$ cat src/rtl/digit_editor_if.sv
// digit_editor_if: edit controls in, digits and display state out
interface digit_editor_if #(
  parameter int NUM_DIGITS = 4,
  parameter int DIGIT_W = 4
);
  localparam int CW = NUM_DIGITS > 1 ? $clog2(NUM_DIGITS) : 1;
  logic edit_en;
  logic up;
  logic down;
  logic left;
  logic right;
  logic load_valid;
  logic [NUM_DIGITS*DIGIT_W-1:0] load_value;
  logic [NUM_DIGITS*DIGIT_W-1:0] value;
  logic [CW-1:0] cursor;
  logic [NUM_DIGITS-1:0] an_mask;
  logic editing;
  logic commit_valid;
  modport master (
    output edit_en, up, down, left, right, load_valid, load_value,
    input value, cursor, an_mask, editing, commit_valid
  );
  modport slave (
    input edit_en, up, down, left, right, load_valid, load_value,
    output value, cursor, an_mask, editing, commit_valid
  );
endinterface

$ cat src/rtl/digit_editor.sv
// digit_editor: button-driven multi-digit value editor with blinking cursor
module digit_editor #(
  parameter int NUM_DIGITS = 4,
  parameter int DIGIT_W = 4,
  parameter logic [NUM_DIGITS*DIGIT_W-1:0] DIGIT_BASES = {4'd6, 4'd10, 4'd6, 4'd10},
  parameter int BLINK_DIV = 5_000_000,
  parameter bit CARRY_MODE = 1'b0,
  parameter bit CURSOR_WRAP = 1'b0
) (
  input logic clk,
  input logic rst,
  digit_editor_if.slave bus
);
  localparam int CW = NUM_DIGITS > 1 ? $clog2(NUM_DIGITS) : 1;
  localparam int BW = BLINK_DIV > 1 ? $clog2(BLINK_DIV) : 1;
  localparam logic [CW-1:0] TOP = CW'(NUM_DIGITS - 1);
  localparam logic [BW-1:0] CNT_MAX = BW'(BLINK_DIV - 1);
  typedef enum logic [1:0] {IDLE, EDIT, COMMIT} state_t;
  state_t state;
  logic [3:0] prev;
  logic [3:0] ev;
  logic inc;
  logic dec;
  logic carry;
  logic phase;
  logic editing_q;
  logic commit_q;
  logic [DIGIT_W-1:0] d;
  logic [DIGIT_W-1:0] b;
  logic [NUM_DIGITS*DIGIT_W-1:0] value_q;
  logic [NUM_DIGITS*DIGIT_W-1:0] stepped;
  logic [NUM_DIGITS*DIGIT_W-1:0] loaded;
  logic [CW-1:0] cursor_q;
  logic [CW-1:0] cursor_n;
  logic [BW-1:0] cnt;
  assign ev = {bus.right, bus.left, bus.down, bus.up} & ~prev;
  assign inc = ev[0] & ~ev[1];
  assign dec = ev[1] & ~ev[0];
  assign bus.value = value_q;
  assign bus.cursor = cursor_q;
  assign bus.editing = editing_q;
  assign bus.commit_valid = commit_q;
  // previous button levels; held high through reset so a held button is not an event
  always_ff @(posedge clk) begin
    prev <= rst ? '1 : {bus.right, bus.left, bus.down, bus.up};
  end
  // up/down applied at the cursor digit, rippling upward only while a digit wraps
  always_comb begin
    stepped = value_q;
    carry = 1'b0;
    d = '0;
    b = '0;
    for (int i = 0; i < NUM_DIGITS; i++) begin
      d = value_q[i*DIGIT_W +: DIGIT_W];
      b = DIGIT_BASES[i*DIGIT_W +: DIGIT_W];
      if (CW'(i) == cursor_q || (CARRY_MODE && carry)) begin
        stepped[i*DIGIT_W +: DIGIT_W] = inc ? (d == b - 1'b1 ? '0 : d + 1'b1) :
                                        dec ? (d == '0 ? b - 1'b1 : d - 1'b1) : d;
        carry = inc ? d == b - 1'b1 : dec && d == '0;
      end
    end
  end
  // out-of-range load digits are replaced by zero
  always_comb begin
    loaded = '0;
    for (int i = 0; i < NUM_DIGITS; i++)
      loaded[i*DIGIT_W +: DIGIT_W] = bus.load_value[i*DIGIT_W +: DIGIT_W] < DIGIT_BASES[i*DIGIT_W +: DIGIT_W] ?
                                     bus.load_value[i*DIGIT_W +: DIGIT_W] : '0;
  end
  // left moves toward the top digit, right toward digit 0
  always_comb begin
    cursor_n = (ev[2] & ~ev[3]) ? (cursor_q == TOP ? (CURSOR_WRAP ? '0 : TOP) : cursor_q + 1'b1) :
               (ev[3] & ~ev[2]) ? (cursor_q == '0 ? (CURSOR_WRAP ? TOP : '0) : cursor_q - 1'b1) : cursor_q;
  end
  // session FSM with digit, cursor and blink state
  always_ff @(posedge clk) begin
    if (rst) begin
      state <= IDLE;
      value_q <= '0;
      cursor_q <= TOP;
      cnt <= '0;
      phase <= 1'b1;
      editing_q <= 1'b0;
      commit_q <= 1'b0;
    end else begin
      commit_q <= 1'b0;
      case (state)
        IDLE: begin
          if (bus.load_valid) value_q <= loaded;
          if (bus.edit_en) begin
            state <= EDIT;
            editing_q <= 1'b1;
            cursor_q <= TOP;
            cnt <= '0;
            phase <= 1'b1;
          end
        end
        EDIT: begin
          value_q <= stepped;
          cursor_q <= cursor_n;
          cnt <= (cursor_n != cursor_q || cnt == CNT_MAX) ? '0 : cnt + 1'b1;
          phase <= cursor_n != cursor_q ? 1'b1 : cnt == CNT_MAX ? ~phase : phase;
          if (!bus.edit_en) begin
            state <= COMMIT;
            editing_q <= 1'b0;
            commit_q <= 1'b1;
          end
        end
        default: state <= IDLE;
      endcase
    end
  end
  // selected digit blinks while editing, everything lit otherwise
  always_comb begin
    bus.an_mask = '1;
    if (editing_q) bus.an_mask[cursor_q] = phase;
  end
endmodule

$ cat src/flat_wrapper.sv
// flat-port wrapper written by rule: the top's interface ports become plain ports
module digit_editor_flat 
#(
  parameter int NUM_DIGITS = 4,
  parameter int DIGIT_W = 4,
  parameter logic [NUM_DIGITS*DIGIT_W-1:0] DIGIT_BASES = {4'd6, 4'd10, 4'd6, 4'd10},
  parameter int BLINK_DIV = 5_000_000,
  parameter bit CARRY_MODE = 1'b0,
  parameter bit CURSOR_WRAP = 1'b0
)
  (clk, rst, bus_edit_en, bus_up, bus_down, bus_left, bus_right, bus_load_valid, bus_load_value, bus_value, bus_cursor, bus_an_mask, bus_editing, bus_commit_valid);
  digit_editor_if #(.NUM_DIGITS(NUM_DIGITS), .DIGIT_W(DIGIT_W)) bus_i ();
  input logic clk;
  input logic rst;
  input wire logic [$bits(bus_i.edit_en)-1:0] bus_edit_en;
  input wire logic [$bits(bus_i.up)-1:0] bus_up;
  input wire logic [$bits(bus_i.down)-1:0] bus_down;
  input wire logic [$bits(bus_i.left)-1:0] bus_left;
  input wire logic [$bits(bus_i.right)-1:0] bus_right;
  input wire logic [$bits(bus_i.load_valid)-1:0] bus_load_valid;
  input wire logic [$bits(bus_i.load_value)-1:0] bus_load_value;
  output wire logic [$bits(bus_i.value)-1:0] bus_value;
  output wire logic [$bits(bus_i.cursor)-1:0] bus_cursor;
  output wire logic [$bits(bus_i.an_mask)-1:0] bus_an_mask;
  output wire logic [$bits(bus_i.editing)-1:0] bus_editing;
  output wire logic [$bits(bus_i.commit_valid)-1:0] bus_commit_valid;
  assign bus_i.edit_en = bus_edit_en;
  assign bus_i.up = bus_up;
  assign bus_i.down = bus_down;
  assign bus_i.left = bus_left;
  assign bus_i.right = bus_right;
  assign bus_i.load_valid = bus_load_valid;
  assign bus_i.load_value = bus_load_value;
  assign bus_value = bus_i.value;
  assign bus_cursor = bus_i.cursor;
  assign bus_an_mask = bus_i.an_mask;
  assign bus_editing = bus_i.editing;
  assign bus_commit_valid = bus_i.commit_valid;
  digit_editor #(.NUM_DIGITS(NUM_DIGITS), .DIGIT_W(DIGIT_W), .DIGIT_BASES(DIGIT_BASES), .BLINK_DIV(BLINK_DIV), .CARRY_MODE(CARRY_MODE), .CURSOR_WRAP(CURSOR_WRAP)) u_core (.clk(clk), .rst(rst), .bus(bus_i));
endmodule
$ cat config.mk
export PLATFORM = sky130hd
export DESIGN_NAME = digit_editor_flat
export DESIGN_NICKNAME = d
export VERILOG_FILES = /design/src/rtl/digit_editor_if.sv /design/src/rtl/digit_editor.sv /design/src/flat_wrapper.sv
export SDC_FILE = /design/constraint.sdc
export NUM_CORES = 1
export LEC_CHECK = 0
export BUFFER_PORTS_ARGS = -buffer_cell sky130_fd_sc_hd__buf_4
export CORE_ASPECT_RATIO = 2
export CORE_UTILIZATION = 50
export CTS_CLUSTER_DIAMETER = 50
export DETAILED_ROUTE_END_ITERATION = 10
export PLACE_DENSITY_LB_ADDON = 0.25
export SYNTH_ARGS = -nofsm -noshare
export SYNTH_HDL_FRONTEND = slang
export SYNTH_SLANG_ARGS = --single-unit
$ cat constraint.sdc
create_clock -name clk -period 2.3 [get_ports clk]
set_clock_uncertainty 0.2 [all_clocks]
set_input_delay 0.115 -clock clk [delete_from_list [all_inputs] [get_ports clk]]
set_output_delay 0.115 -clock clk [all_outputs]
set_load 0.005 [all_outputs]
* Word-level counts from Yosys, hierarchy flattened
Cells that the tools add are included.
** Cells by class
- $add $sub $neg :: 11
- Order comparisons :: 6
- Eq/ne operators :: 20
- Muxes and demuxes :: 48
- Bitwise operators :: 14
- Reduce and logical (&&, ||, !) cells :: 18
** Operators by type and width (count)
- $mux 4 :: 25
- $mux 23 :: 2
- $pmux 23 s2 :: 1
- $pmux 16 s2 :: 1
- $add 23x1->23 const B :: 1
- $eq 23x23->1 const B :: 1
- $add 4x1->4 const B :: 4
- $logic_not 4->1 :: 4
- $mux 16 :: 1
- $reduce_and 4->1 :: 4
- $sub 4x1->4 const B :: 4
- $mux 2 :: 7
- $eq 4x3->1 const B :: 2
- $eq 4x4->1 const B :: 2
- $lt 4x3->1 const B :: 2
- $lt 4x4->1 const B :: 2
- $ne 2x1->1 const B :: 4
- $not 4->4 :: 2
- $pmux 2 s2 :: 2
- $mux 1 :: 6
- $ne 2x2->1 const B :: 3
- $ne 3x1->1 const B :: 2
- $not 1->1 :: 6
- $reduce_and 3->1 :: 2
- other kinds (20) :: 27
** Storage, ports and cells
- Bits in registers :: 50
- Input bits :: 24
- Output and inout bits :: 24
- Logic and storage cells :: 128

* Logic depth before layout (Yosys ltp)
Gate-level depths: netlist of run 1.
- Word-level depth :: 10
- Mapped depth :: 7
- Gate-level depth less buffers :: 6

* Worst setup path after synthesis of run 1
Ideal clock, no wire load.
- Kind :: reg-to-reg
- Start point :: reg u_core.cnt[10]
- End point :: reg u_core.phase
- Library setup time :: 0.117 ns
- Data arrival time :: 1.745 ns
- Data required time :: 1.983 ns
- Slack :: 0.238 ns
- Cell stages (with the launch flop) :: 7
- Buffers on the path :: 1
- Clock period less this slack :: 2.062 ns
- Cells stage by stage :: dfxtp_1 buf_6 or4b_1 or4_1 nor3_1 nand4_1 o22a_1
** Between the ends
- Word-level cells in the longest chain between the ends :: 3
** RTL lines
- from (decl) :: line digit_editor.sv:35 : logic [BW-1:0] cnt;
- from (signal assigned) :: line digit_editor.sv:101 : cnt <= (cursor_n != cursor_q || cnt == CNT_MAX) ? '0 : cnt + 1'b1;
- $eq 23x23->1 :: line digit_editor.sv:102 : phase <= cursor_n != cursor_q ? 1'b1 : cnt == CNT_MAX ? ~phase : phase;
- $ne 3x1->1 (no line)
- $reduce_and 3->1 (no line)
- to (signal assigned) :: line digit_editor.sv:102
- to (decl) :: line digit_editor.sv:25 : logic phase;
Every way passes these cells.
A chain may end at the register's enable or synchronous reset.

* Worst setup path in the final report of run 1
- Start point :: in bus_right
- End point :: reg u_core.cnt[11]
** Between the ends
- Word-level cells in the longest chain between the ends :: 8
- Elaborated cells between the ends (all ways) :: 10
- Those cells by class :: eq/ne (1); mux (4); bitwise (4); reduce/logical (1)
** RTL lines
- from (decl) :: line flat_wrapper.sv:19 : input wire logic [$bits(bus_i.right)-1:0] bus_right;
- $and 4x4->4 * :: line digit_editor.sv:36 : assign ev = {bus.right, bus.left, bus.down, bus.up} & ~prev;
- $and 1x1->1 / $not 1->1 (equally long branches) :: line digit_editor.sv:73, digit_editor.sv:72
- $mux 2 / $and 1x1->1 (equally long branches) :: line digit_editor.sv:73, digit_editor.sv:72
- $mux 2 * :: line digit_editor.sv:72 : cursor_n = (ev[2] & ~ev[3]) ? (cursor_q == TOP ? (CURSOR_WRAP ? '0 : TOP) : cursor_q + 1'b1) :
- $ne 2x2->1 * :: line digit_editor.sv:101
- $logic_or 1x1->1 * :: line digit_editor.sv:101
- $mux 23 * :: line digit_editor.sv:101
- $pmux 23 s2 * :: line digit_editor.sv:87 : case (state)
Mark *: on every way between the ends. The rest lies on a longest branch, timed or not.

==> results of run 1 <==
repair_timing:
action,CTS,global route
resized for setup,0,2
endpoints found under the setup margin,0,6
hold endpoints to repair,20,0
hold buffers,25,0
how the worst max path moves through the flow:
stage / start / endpoint / cells past startpoint
after floorplan: u_core.cnt[10]$_SDFFE_PP0P_ / u_core.phase$_SDFFE_PP1P_ / 6
after global placement: u_core.cnt[10]$_SDFFE_PP0P_ / u_core.phase$_SDFFE_PP1P_ / 5
after detailed placement: u_core.cnt[0]$_SDFFE_PP0P_ / u_core.cnt[4]$_SDFFE_PP0P_ / 7
after CTS: bus_right / u_core.cnt[11]$_SDFFE_PP0P_ / 7
after global routing: bus_down / u_core.bus.value[9]$_SDFFE_PP0P_ / 7
final: bus_right / u_core.cnt[11]$_SDFFE_PP0P_ / 7
placed cells by master (no fill, tap or decap), types with 4 or more instances in the layout:
master	synthesis	layout
nand2_1	24	24
clkbuf_16	0	5
a211oi_1	8	8
a311oi_1	4	4
buf_4	1	68
and3_1	5	5
a32oi_1	5	5
xnor2_1	16	16
nor4_1	10	10
nor4b_1	4	4
or2_2	5	5
nor3_1	31	31
nand2b_1	11	11
nor2b_1	7	6
or3_1	7	7
o21ai_0	26	26
xor2_1	4	4
nor2_1	26	26
inv_1	9	9
nand4_1	11	11
o31ai_1	5	5
a21boi_0	6	6
o2111ai_1	6	6
a21oi_1	14	14
a31oi_1	11	11
dlygate4sd3_1	0	25
nand3_1	17	17
dfxtp_1	50	50
Yosys cell counts (4+ instances only):
library cell	number	area, µm²
nand3_1	17	85.08
o31ai_1	5	37.54
nor2_1	26	97.59
a32oi_1	5	43.79
xnor2_1	16	140.1
nor3_1	31	155.2
a21boi_0	6	45.04
a311oi_1	4	35.03
nor4_1	10	62.56
a21oi_1	14	70.07
nand4_1	11	68.82
or2_2	5	31.28
clkbuf_1	21	78.83
o21ai_0	26	130.1
a211oi_1	8	60.06
dfxtp_1	50	1001
nand2_1	24	90.09
nor2b_1	7	43.79
and3_1	5	31.28
nand2b_1	11	68.82
xor2_1	4	35.03
o2111ai_1	6	52.55
inv_1	9	33.78
buf_2	6	30.03
nor4b_1	4	35.03
or3_1	7	43.79
a31oi_1	11	68.82
worst reg2reg max path: cells and delay by family (launching register included):
family | cells | cell delay (ps)
simple gates | 4 | 860
flops | 1 | 370
compound gates | 1 | 240
fa+ha+maj | 1 | 200
buf+inv | 1 | 180
flip-flops by register name, indices dropped and copies added (netlist names):
register and flops:
u_core.bus.commit_valid 1, u_core.bus.cursor 2, u_core.bus.editing 1, u_core.bus.value 16, u_core.cnt 23, u_core.phase 1, u_core.prev 4, u_core.state 2
metal layers:
metal | GRT usage | vias to the layer above | routed length, µm
met5 | 0 | - | 0
met4 | 0.1603 | 0 | 265
met3 | 0.04859 | 23 | 306
met2 | 0.5808 | 91 | 5312
met1 | 0.2755 | 1674 | 3287
li1 | - | 1644 | -
area by class of cell:
class | count | area (µm²) | share of cell area
clock inverter | 1 | 5.005 | 0.001224
tap | 84 | 105.1 | 0.02571
inverter | 9 | 33.78 | 0.008264
sequential | 50 | 1001 | 0.2449
multi-input combinational | 311 | 1999 | 0.4891
clock buffer | 7 | 142.6 | 0.03489
timing repair buffer | 95 | 800.8 | 0.1959
cells by family after synthesis:
group,count (synthesis)
fa+ha+maj,1
buf+inv,41
flops,50
xor+xnor,20
simple gates,178
compound gates,108
mux,4
per-stage QoR:
step	cells	utilization	cell area [µm²]	setup WS, ps
after CTS	557	0.6733	4078	104.3
after global placement	524	0.6076	3680	217.9
after detailed placement	524	0.6076	3680	171.3
after global routing	557	0.6750	4088	18.55
final	557	0.6750	4088	89.40
after floorplan	402	-	3163	237.9
power breakdown:
part,internal [mW],total [mW],leakage (nW),switching [mW]
logic,0.209,0.407,0.950,0.199
clock network,0.433,0.770,0.0739,0.337
registers,0.899,0.963,0.408,0.0645
total,1.54,2.14,1.43,0.601
==> impl_metrics.json, run 1 <==
{
  "r2r_start": "u_core.cnt[0]$_SDFFE_PP0P_",
  "grt_pass1_wl_mm": 15.27,
  "crit_fanout": 3,
  "drtIter0Drc": 194,
  "worstHoldStart": "bus_load_value[0]",
  "hold_depth": 5,
  "ys_ff_latch": 50,
  "synth_compound_area_frac": 0.2393,
  "htree_levels": 2,
  "drt_wl_total_mm": 9.172,
  "synthMuxAreaShare": 0.01305,
  "yosys.area_share.adder": 0.003956,
  "die-height_um": 114.5,
  "grt_max_degree": 44,
  "grt_pass1_vias": 3434,
  "max_stage_delay_ps": 540,
  "endpoint_kind": "flip-flop",
  "die_w_um": 58.24,
  "period_share": 0.9611,
  "rows": 40,
  "antenna_found_initial": 0,
  "syn-cell-area_um2": 3163,
  "yosys.area_share.simple": 0.3172,
  "antenna_cells": 0,
  "grt_use_total": 0.2967,
  "slew_headroom": 0.5353,
  "hold_end": "u_core.bus.value[0]$_SDFFE_PP0P_",
  "cts_tree": "yes",
  "clk_latency_ps": 300,
  "yosysUniqueCellTypes": 57,
  "critPathBufInv": 2,
  "hold_viol": 0,
  "syn_nets": 427,
  "crit_required_ps": 2320,
  "vias": 3432,
  "drtPass1Iterations": 4,
  "syn_area_per_cell_um2": 7.868,
  "synth-xor-area-share": 0.05538,
  "drive_gt1_frac": 0.1966,
  "totalPowerFinal_mw": 2.141,
  "min_path_type": "in -> reg",
  "maxSlewViolCount": 0,
  "crit_path_top_delay_cell": "or4_1",
  "fin_hold_ws_ps": 26.76,
  "leakage_nw": 1.432,
  "rsz0062_at_grt": "false",
  "critPathKind": "in -> reg",
  "n_fill_cell": 530,
  "die_area_um2": 6667,
  "initial_core_util": 0.5223,
  "status": "finished clean",
  "rr_worst_depth": 7,
  "r2r_setup_slack_ps": 130,
  "boundaryPins": 48,
  "cts.sinks": 50,
  "crit_family": "simple AND/OR/NAND/NOR gates",
  "ys.flop_type": "dfxtp_1",
  "crit_arrival_ps": 2230,
  "overflow": 0,
  "cts_setup_buffers": 0,
  "cts.clk_slew.worst_paths_ps": 60,
  "finalNetCount": 497,
  "dp_hpwl_mm": 6.449,
  "cap_violations": 0,
  "fmax_mhz": 452.4,
  "seq_area_frac_synth": 0.3165,
  "synth_top_family_by_area": "simple AND/OR/NAND/NOR gates",
  "globalplace.congestion": 0.9370,
  "synth_cells": 402,
  "setup-violations-final": 0,
  "yosys_warnings": 0,
  "avgViaCountPerCell": 6.162,
  "postRouteAntennaNets": 0,
  "startpoint_type": "primary input",
  "port_buffers": 47,
  "synth_edf_count": 0,
  "fin_setup_tns_ps": 0,
  "cts_inserted_buffers": 5,
  "min_period_ps": 2211,
  "power_density_nw_per_um2": 523.7,
  "detail_route.wl_per_cell_um": 16.47,
  "crit_chain": "dlygate4sd3_1 > buf_4 > nor2b_1 > a211oi_1 > or3_1 > or4_1 > a211oi_2",
  "cts_buffer_depth": 2,
  "coreArea_um2": 6056,
  "areaGrowthSynthToFinish_pct": 29.23,
  "async_flop_share": 0,
  "ir_drop_v": 0.0004843,
  "tightest_slew_ps": 679.5,
  "root_buffer": "clkbuf_16",
  "r2r_end": "u_core.cnt[15]$_SDFFE_PP0P_",
  "drc": 0
}
Power figures use the tool's default switching activity.
==> run 2, diff against run 1 <==
--- a/config.mk
+++ b/config.mk
@@ -10,7 +10,7 @@
 export CORE_UTILIZATION = 50
 export CTS_CLUSTER_DIAMETER = 50
 export DETAILED_ROUTE_END_ITERATION = 10
-export PLACE_DENSITY_LB_ADDON = 0.25
+export PLACE_DENSITY_LB_ADDON = 0.2
 export SYNTH_ARGS = -nofsm -noshare
 export SYNTH_HDL_FRONTEND = slang
 export SYNTH_SLANG_ARGS = --single-unit
==> run 2 against run 1 <==
- largest cell class unchanged
- critical endpoint unchanged
- register-to-register slack about the same
- non-clock buffer count up 3
- core utilization up 0.52 points
- power up 2.9%
- largest power group unchanged
- worst hold slack about the same
- count of clock-buffer cells in the layout up 1
==> impl_metrics.json, run 2 (same netlist as run 1, synthesis figures left out) <==
{
  "status": "finished clean",
  "hold_viol": 0,
  "cts_inserted_buffers": 5,
  "period_share": 0.9583,
  "drtIter0Drc": 261,
  "coreArea_um2": 6056,
  "setup-violations-final": 0,
  "detail_route.wl_per_cell_um": 16.57,
  "power_density_nw_per_um2": 535.0,
  "ir_drop_v": 0.0005577,
  "crit_arrival_ps": 2220,
  "fin_setup_tns_ps": 0,
  "initial_core_util": 0.5223,
  "root_buffer": "clkbuf_16",
  "combPwrFrac": 0.188,
  "drive_gt1_frac": 0.2059,
  "dp.cells": 527,
  "crit_fanout": 3,
  "layoutNonFillerInstCount": 560,
  "globalplace.congestion": 0.9226,
  "die-height_um": 114.5,
  "avgViaCountPerCell": 6.086,
  "cts.sinks": 50,
  "grt_pass1_vias": 3325,
  "htree_levels": 2,
  "areaGrowthSynthToFinish_pct": 30.22,
  "regMostFlops": "u_core.cnt",
  "die_area_um2": 6667,
  "clk_latency_ps": 290,
  "place_area_um2": 3690,
  "fin_hold_ws_ps": 26.72,
  "tightest_slew_ps": 577.8,
  "swShare": 0.2719,
  "leakage_nw": 1.452,
  "crit_required_ps": 2310,
  "rows": 40,
  "overflow": 0,
  "die_w_um": 58.24,
  "boundaryPins": 48,
  "min_period_ps": 2204,
  "finalNetCount": 500,
  "final_cell_area_um2": 4119,
  "maxSlewViolCount": 0,
  "antenna_cells": 0,
  "cts_setup_buffers": 0,
  "critPathKind": "in -> reg",
  "antenna_found_initial": 0,
  "grt_use_total": 0.2919,
  "p_sw_mw": 0.5992,
  "postRouteAntennaNets": 0,
  "endpoint_kind": "flip-flop",
  "rsz0062_at_grt": "false",
  "slew_headroom": 0.6094,
  "drc": 0,
  "cap_violations": 0,
  "fin_util": 0.6802,
  "cts_buffer_depth": 2,
  "layout_common_cells": "buf_4 (72), dfxtp_1 (50), nor3_1 (31)",
  "fmax_mhz": 453.7,
  "grt_pass1_wl_mm": 15.03,
  "pwr-share-clk": 0.375,
  "port_buffers": 47,
  "min_path_type": "in -> reg",
  "cts.clk_slew.worst_paths_ps": 70,
  "pwr-share-seq": 0.437,
  "layout_commonest_cell": "buf_4",
  "drtPass1Iterations": 4,
  "drt_wl_total_mm": 9.278,
  "dp_hpwl_mm": 6.582,
  "internal_power_mw": 1.604,
  "vias": 3408,
  "grt_max_degree": 44,
  "startpoint_type": "primary input",
  "cts_tree": "yes",
  "largest_register_ff_count": 23
}
run 2: timing repair:
action	in CTS	in global routing
hold buffers	25	0
setup endpoints to repair	0	9
gates resized for setup	0	3
hold endpoints to repair	19	0
run 2: critical path: stages:
cell,delay (ps)
dlygate4sd3_1,520
buf_4,110
nor2b_1,220
a211oi_1,90
or3_1,400
or4_1,540
a211oi_2,220
run 2: routing by layer:
layer,wire (µm),part of all wire,GRT usage,vias up
met1,3375,0.36,0.2854,1615
met3,316,0.034,0.03164,28
met2,5166,0.56,0.5525,107
met4,420,0.045,0.1873,0
li1,-,-,-,1658
met5,0,0,0,-
run 2: power groups by stage:
stage / Combinational, mW / Clock [mW] / Sequential [mW]
6_report: 0.413 / 0.827 / 0.963
5_1_grt: 0.453 / 0.878 / 0.970
4_1_cts: 0.409 / 0.846 / 0.961
3_5_place_dp: 0.373 / 0 / 0.980
3_3_place_gp: 0.366 / 0 / 0.978
2_1_floorplan: 0.247 / 0 / 0.946
run 2: through the flow:
stage                     power, mW  setup slack (ps)
after global placement        1.344             217.3
after CTS                     2.216             68.83
final                         2.203             95.93
after global routing          2.301             15.08
after floorplan               1.193             237.9
after detailed placement      1.353             184.5
run 2: worst paths after layout:
kind / from / to / slack (ps) / depth (start not counted)
setup reg to reg: u_core.state[0]$_SDFFE_PP0P_ / u_core.bus.value[1]$_SDFFE_PP0P_ / 140 / 7
hold / removal: bus_load_value[0] / u_core.bus.value[0]$_SDFFE_PP0P_ / 30 / 5
hold reg to reg: u_core.cnt[0]$_SDFFE_PP0P_ / u_core.cnt[0]$_SDFFE_PP0P_ / 290 / 2
setup / recovery: bus_right / u_core.cnt[11]$_SDFFE_PP0P_ / 100 / 7
run 2: area by class of cell:
type	instances	area, µm²
multi-input cells	311	2002
fillers	514	1937
clock buffers	8	166.4
inverters	9	33.78
repair buffers	98	810.8
well taps	84	105.1
flip-flops and latches	50	1001
==> run 3, diff against run 2 <==
--- a/config.mk
+++ b/config.mk
@@ -5,6 +5,7 @@
 export SDC_FILE = /design/constraint.sdc
 export NUM_CORES = 1
 export LEC_CHECK = 0
+export ABC_AREA = 1
 export BUFFER_PORTS_ARGS = -buffer_cell sky130_fd_sc_hd__buf_4
 export CORE_ASPECT_RATIO = 2
 export CORE_UTILIZATION = 50
==> run 3 against run 2 <==
- non-clock buffer count down 41
- global-route usage down 2.0 points
- synthesized cell count up 33%
- synthesized area up 1.1%
- clock power down 11%
- core utilization down 5.0 points
- register-to-register slack better by 250 ps
- largest cell class unchanged
- largest power group unchanged
==> impl_metrics.json, run 3 <==
{
  "regMostFlops": "u_core.cnt",
  "yosys.area_share.simple": 0.4654,
  "cts.clk_slew.worst_paths_ps": 70,
  "drt_wl_total_mm": 8.657,
  "hold_viol": 0,
  "grt_use_total": 0.2721,
  "yosys_warnings": 0,
  "crit_top_cell": "nand2_1",
  "grt_max_degree": 20,
  "maxSlewViolCount": 0,
  "min_period_ps": 1915,
  "syn-cell-area_um2": 3199,
  "yosysMostFrequentCell": "nand2_1",
  "dp_hpwl_mm": 6.737,
  "synth_compound_area_frac": 0.08604,
  "crit_arrival_ps": 1950,
  "tightest_slew_ps": 593.2,
  "cap_violations": 0,
  "boundaryPins": 48,
  "max_stage_delay_ps": 460,
  "layoutNonFillerInstCount": 673,
  "syn_nets": 558,
  "detail_route.wl_per_cell_um": 12.86,
  "place_area_um2": 3630,
  "r2r_setup_slack_ps": 390,
  "leakage_nw": 1.773,
  "cts.sinks": 50,
  "grt_pass1_wl_mm": 14.06,
  "yosysUniqueCellTypes": 27,
  "ys_ff_latch": 50,
  "fmax_mhz": 522.2,
  "die-height_um": 115.1,
  "coreArea_um2": 6106,
  "grt_pass1_vias": 3286,
  "cts_resized": 0,
  "crit_chain": "o21ai_2 > inv_2 > nand3_2 > nor2_2 > nand2_1 > nand2_1 > nand2_1 > nor2_1",
  "antenna_cells": 0,
  "seq_area_frac_synth": 0.3129,
  "avgViaCountPerCell": 5.267,
  "r2r_start": "u_core.state[0]$_SDFFE_PP0P_",
  "yosys.area.top_type_share": 0.3129,
  "postRouteAntennaNets": 0,
  "drive_gt1_frac": 0.1375,
  "final_cell_area_um2": 3846,
  "die_w_um": 58.56,
  "drtIter0Drc": 149,
  "period_share": 0.8326,
  "crit_path_top_delay_cell": "dfxtp_1",
  "layout_common_cells": "nand2_1 (143), nor2_1 (88), inv_1 (70)",
  "root_buffer": "clkbuf_16",
  "synth_top_family_by_area": "simple AND/OR/NAND/NOR gates",
  "cts_tree": "yes",
  "fin_hold_ws_ps": 22.70,
  "slew_headroom": 0.6041,
  "min_path_type": "in -> reg",
  "yosys.area_share.adder": 0.003911,
  "layout_commonest_cell": "nand2_1",
  "globalplace.congestion": 1.010,
  "crit_fanout": 14,
  "ys.flop_type": "dfxtp_1",
  "synth-xor-area-share": 0.03011,
  "drtPass1Iterations": 4,
  "power_density_nw_per_um2": 534.2,
  "pre_cts_ws_ps": 362.1,
  "synth.largest_area_cell": "dfxtp_1",
  "crit_required_ps": 2330,
  "rows": 40,
  "cts_buffer_depth": 2,
  "overflow": 0,
  "antenna_found_initial": 0,
  "ir_drop_v": 0.0005426,
  "die_area_um2": 6742,
  "rr_worst_depth": 8,
  "worstSetupStartpoint": "u_core.state[0]$_SDFFE_PP0P_",
  "finalNetCount": 613,
  "synthMuxAreaShare": 0,
  "endpoint_kind": "flip-flop",
  "cts_setup_buffers": 0,
  "async_flop_share": 0,
  "cts_inserted_buffers": 5,
  "dp.cells": 658,
  "worst_slack_ps": 385.1,
  "fin_setup_tns_ps": 0,
  "htree_levels": 2,
  "yosys-top-cells-count": "nand2_1 (143), nor2_1 (88), inv_1 (70)",
  "synth_cells": 533,
  "synth_edf_count": 0,
  "vias": 3545,
  "n_fill_cell": 627,
  "endpoint": "u_core.cnt[16]$_SDFFE_PP0P_",
  "port_buffers": 47,
  "ys_top_cells_by_area": "dfxtp_1 (31%), nand2_1 (17%), nor2_1 (10%)",
  "syn_area_per_cell_um2": 6.002,
  "r2r_end": "u_core.cnt[16]$_SDFFE_PP0P_",
  "initial_core_util": 0.5240,
  "setup-violations-final": 0,
  "rsz0062_at_grt": "false",
  "status": "finished clean",
  "clk_latency_ps": 290,
  "drc": 0,
  "largest_register_ff_count": 23,
  "startpoint_type": "flip-flop",
  "critPathKind": "reg -> reg",
  "areaGrowthSynthToFinish_pct": 20.22
}
-- run 3: changes by cell type in the layout (fill, tap and decap cells not counted), moves of 18 or more --
cell | previous run | this run
buf_4 | 72 | 50
dlygate4sd3_1 | 25 | 7
inv_1 | 9 | 70
nand2_1 | 24 | 143
nand3_1 | 17 | 62
nor2_1 | 25 | 88
nor3_1 | 31 | 9
-- run 3: kinds of logic (layout without fill, tap and decap cells) --
family | Yosys count | after routing
buf+inv | 81 | 137
compound gates | 52 | 52
xor+xnor | 11 | 11
flops | 50 | 50
fa+ha+maj | 1 | 1
simple gates | 338 | 338
-- run 3: worst max-delay path: cells and delay by family, from the launching register on --
family | cells | cell delay (ps)
simple gates | 6 | 740
buf+inv | 1 | 260
compound gates | 1 | 200
flops | 1 | 460
-- run 3: worst min path at each step --
stage                                  start                            endpoint  slack [ps]  depth (start not counted)
after floorplan                  bus_edit_en  u_core.bus.commit_valid$_SDFF_PP0_          -6                          1
after global placement              bus_left           u_core.prev[2]$_SDFF_PP1_         110                          3
after detailed placement            bus_left           u_core.prev[2]$_SDFF_PP1_         110                          3
after CTS                 bus_load_value[14]   u_core.bus.value[14]$_SDFFE_PP0P_          20                          5
after global routing      bus_load_value[14]   u_core.bus.value[14]$_SDFFE_PP0P_          70                          5
final                     bus_load_value[14]   u_core.bus.value[14]$_SDFFE_PP0P_          20                          5
-- run 3: report_power, final --
part	switching, mW	total [mW]	internal (mW)
Sequential	0.0485	0.947	0.899
Clock	0.329	0.732	0.403
Combinational	0.221	0.376	0.155
Total	0.598	2.05	1.46
-- run 3: area by class of cell --
| class | instances | area [µm²] | share of cell area |
|---|---|---|---|
| flip-flops and latches | 50 | 1001 | 0.2602 |
| well taps | 84 | 105.1 | 0.02733 |
| inverters | 72 | 275.3 | 0.07157 |
| clock buffers | 5 | 125.1 | 0.03253 |
| clock inverters | 3 | 21.27 | 0.005530 |
| multi-input cells | 402 | 1873 | 0.4870 |
| repair buffers | 57 | 445.4 | 0.1158 |
-- run 3: per-layer routing --
layer	part of all wire	routed length, µm	vias to the layer above	global-route usage
met5	0	0	-	0
met4	0.039	334	0	0.1508
met3	0.033	284	22	0.04387
met2	0.57	4909	86	0.5349
met1	0.36	3128	1624	0.2516
li1	-	-	1813	-
-- run 3: stage by stage --
step / power [mW] / utilization
floorplan: 1.197 / -
global placement: 1.324 / 0.5945
detailed placement: 1.331 / 0.5945
CTS: 2.067 / 0.6299
global route: 2.159 / 0.6299
finish: 2.055 / 0.6299
-- run 3: timing repair --
action | CTS | global route
hold buffers | 7 | 0
endpoints found under the hold margin | 21 | 0
endpoints found under the setup margin | 0 | 0
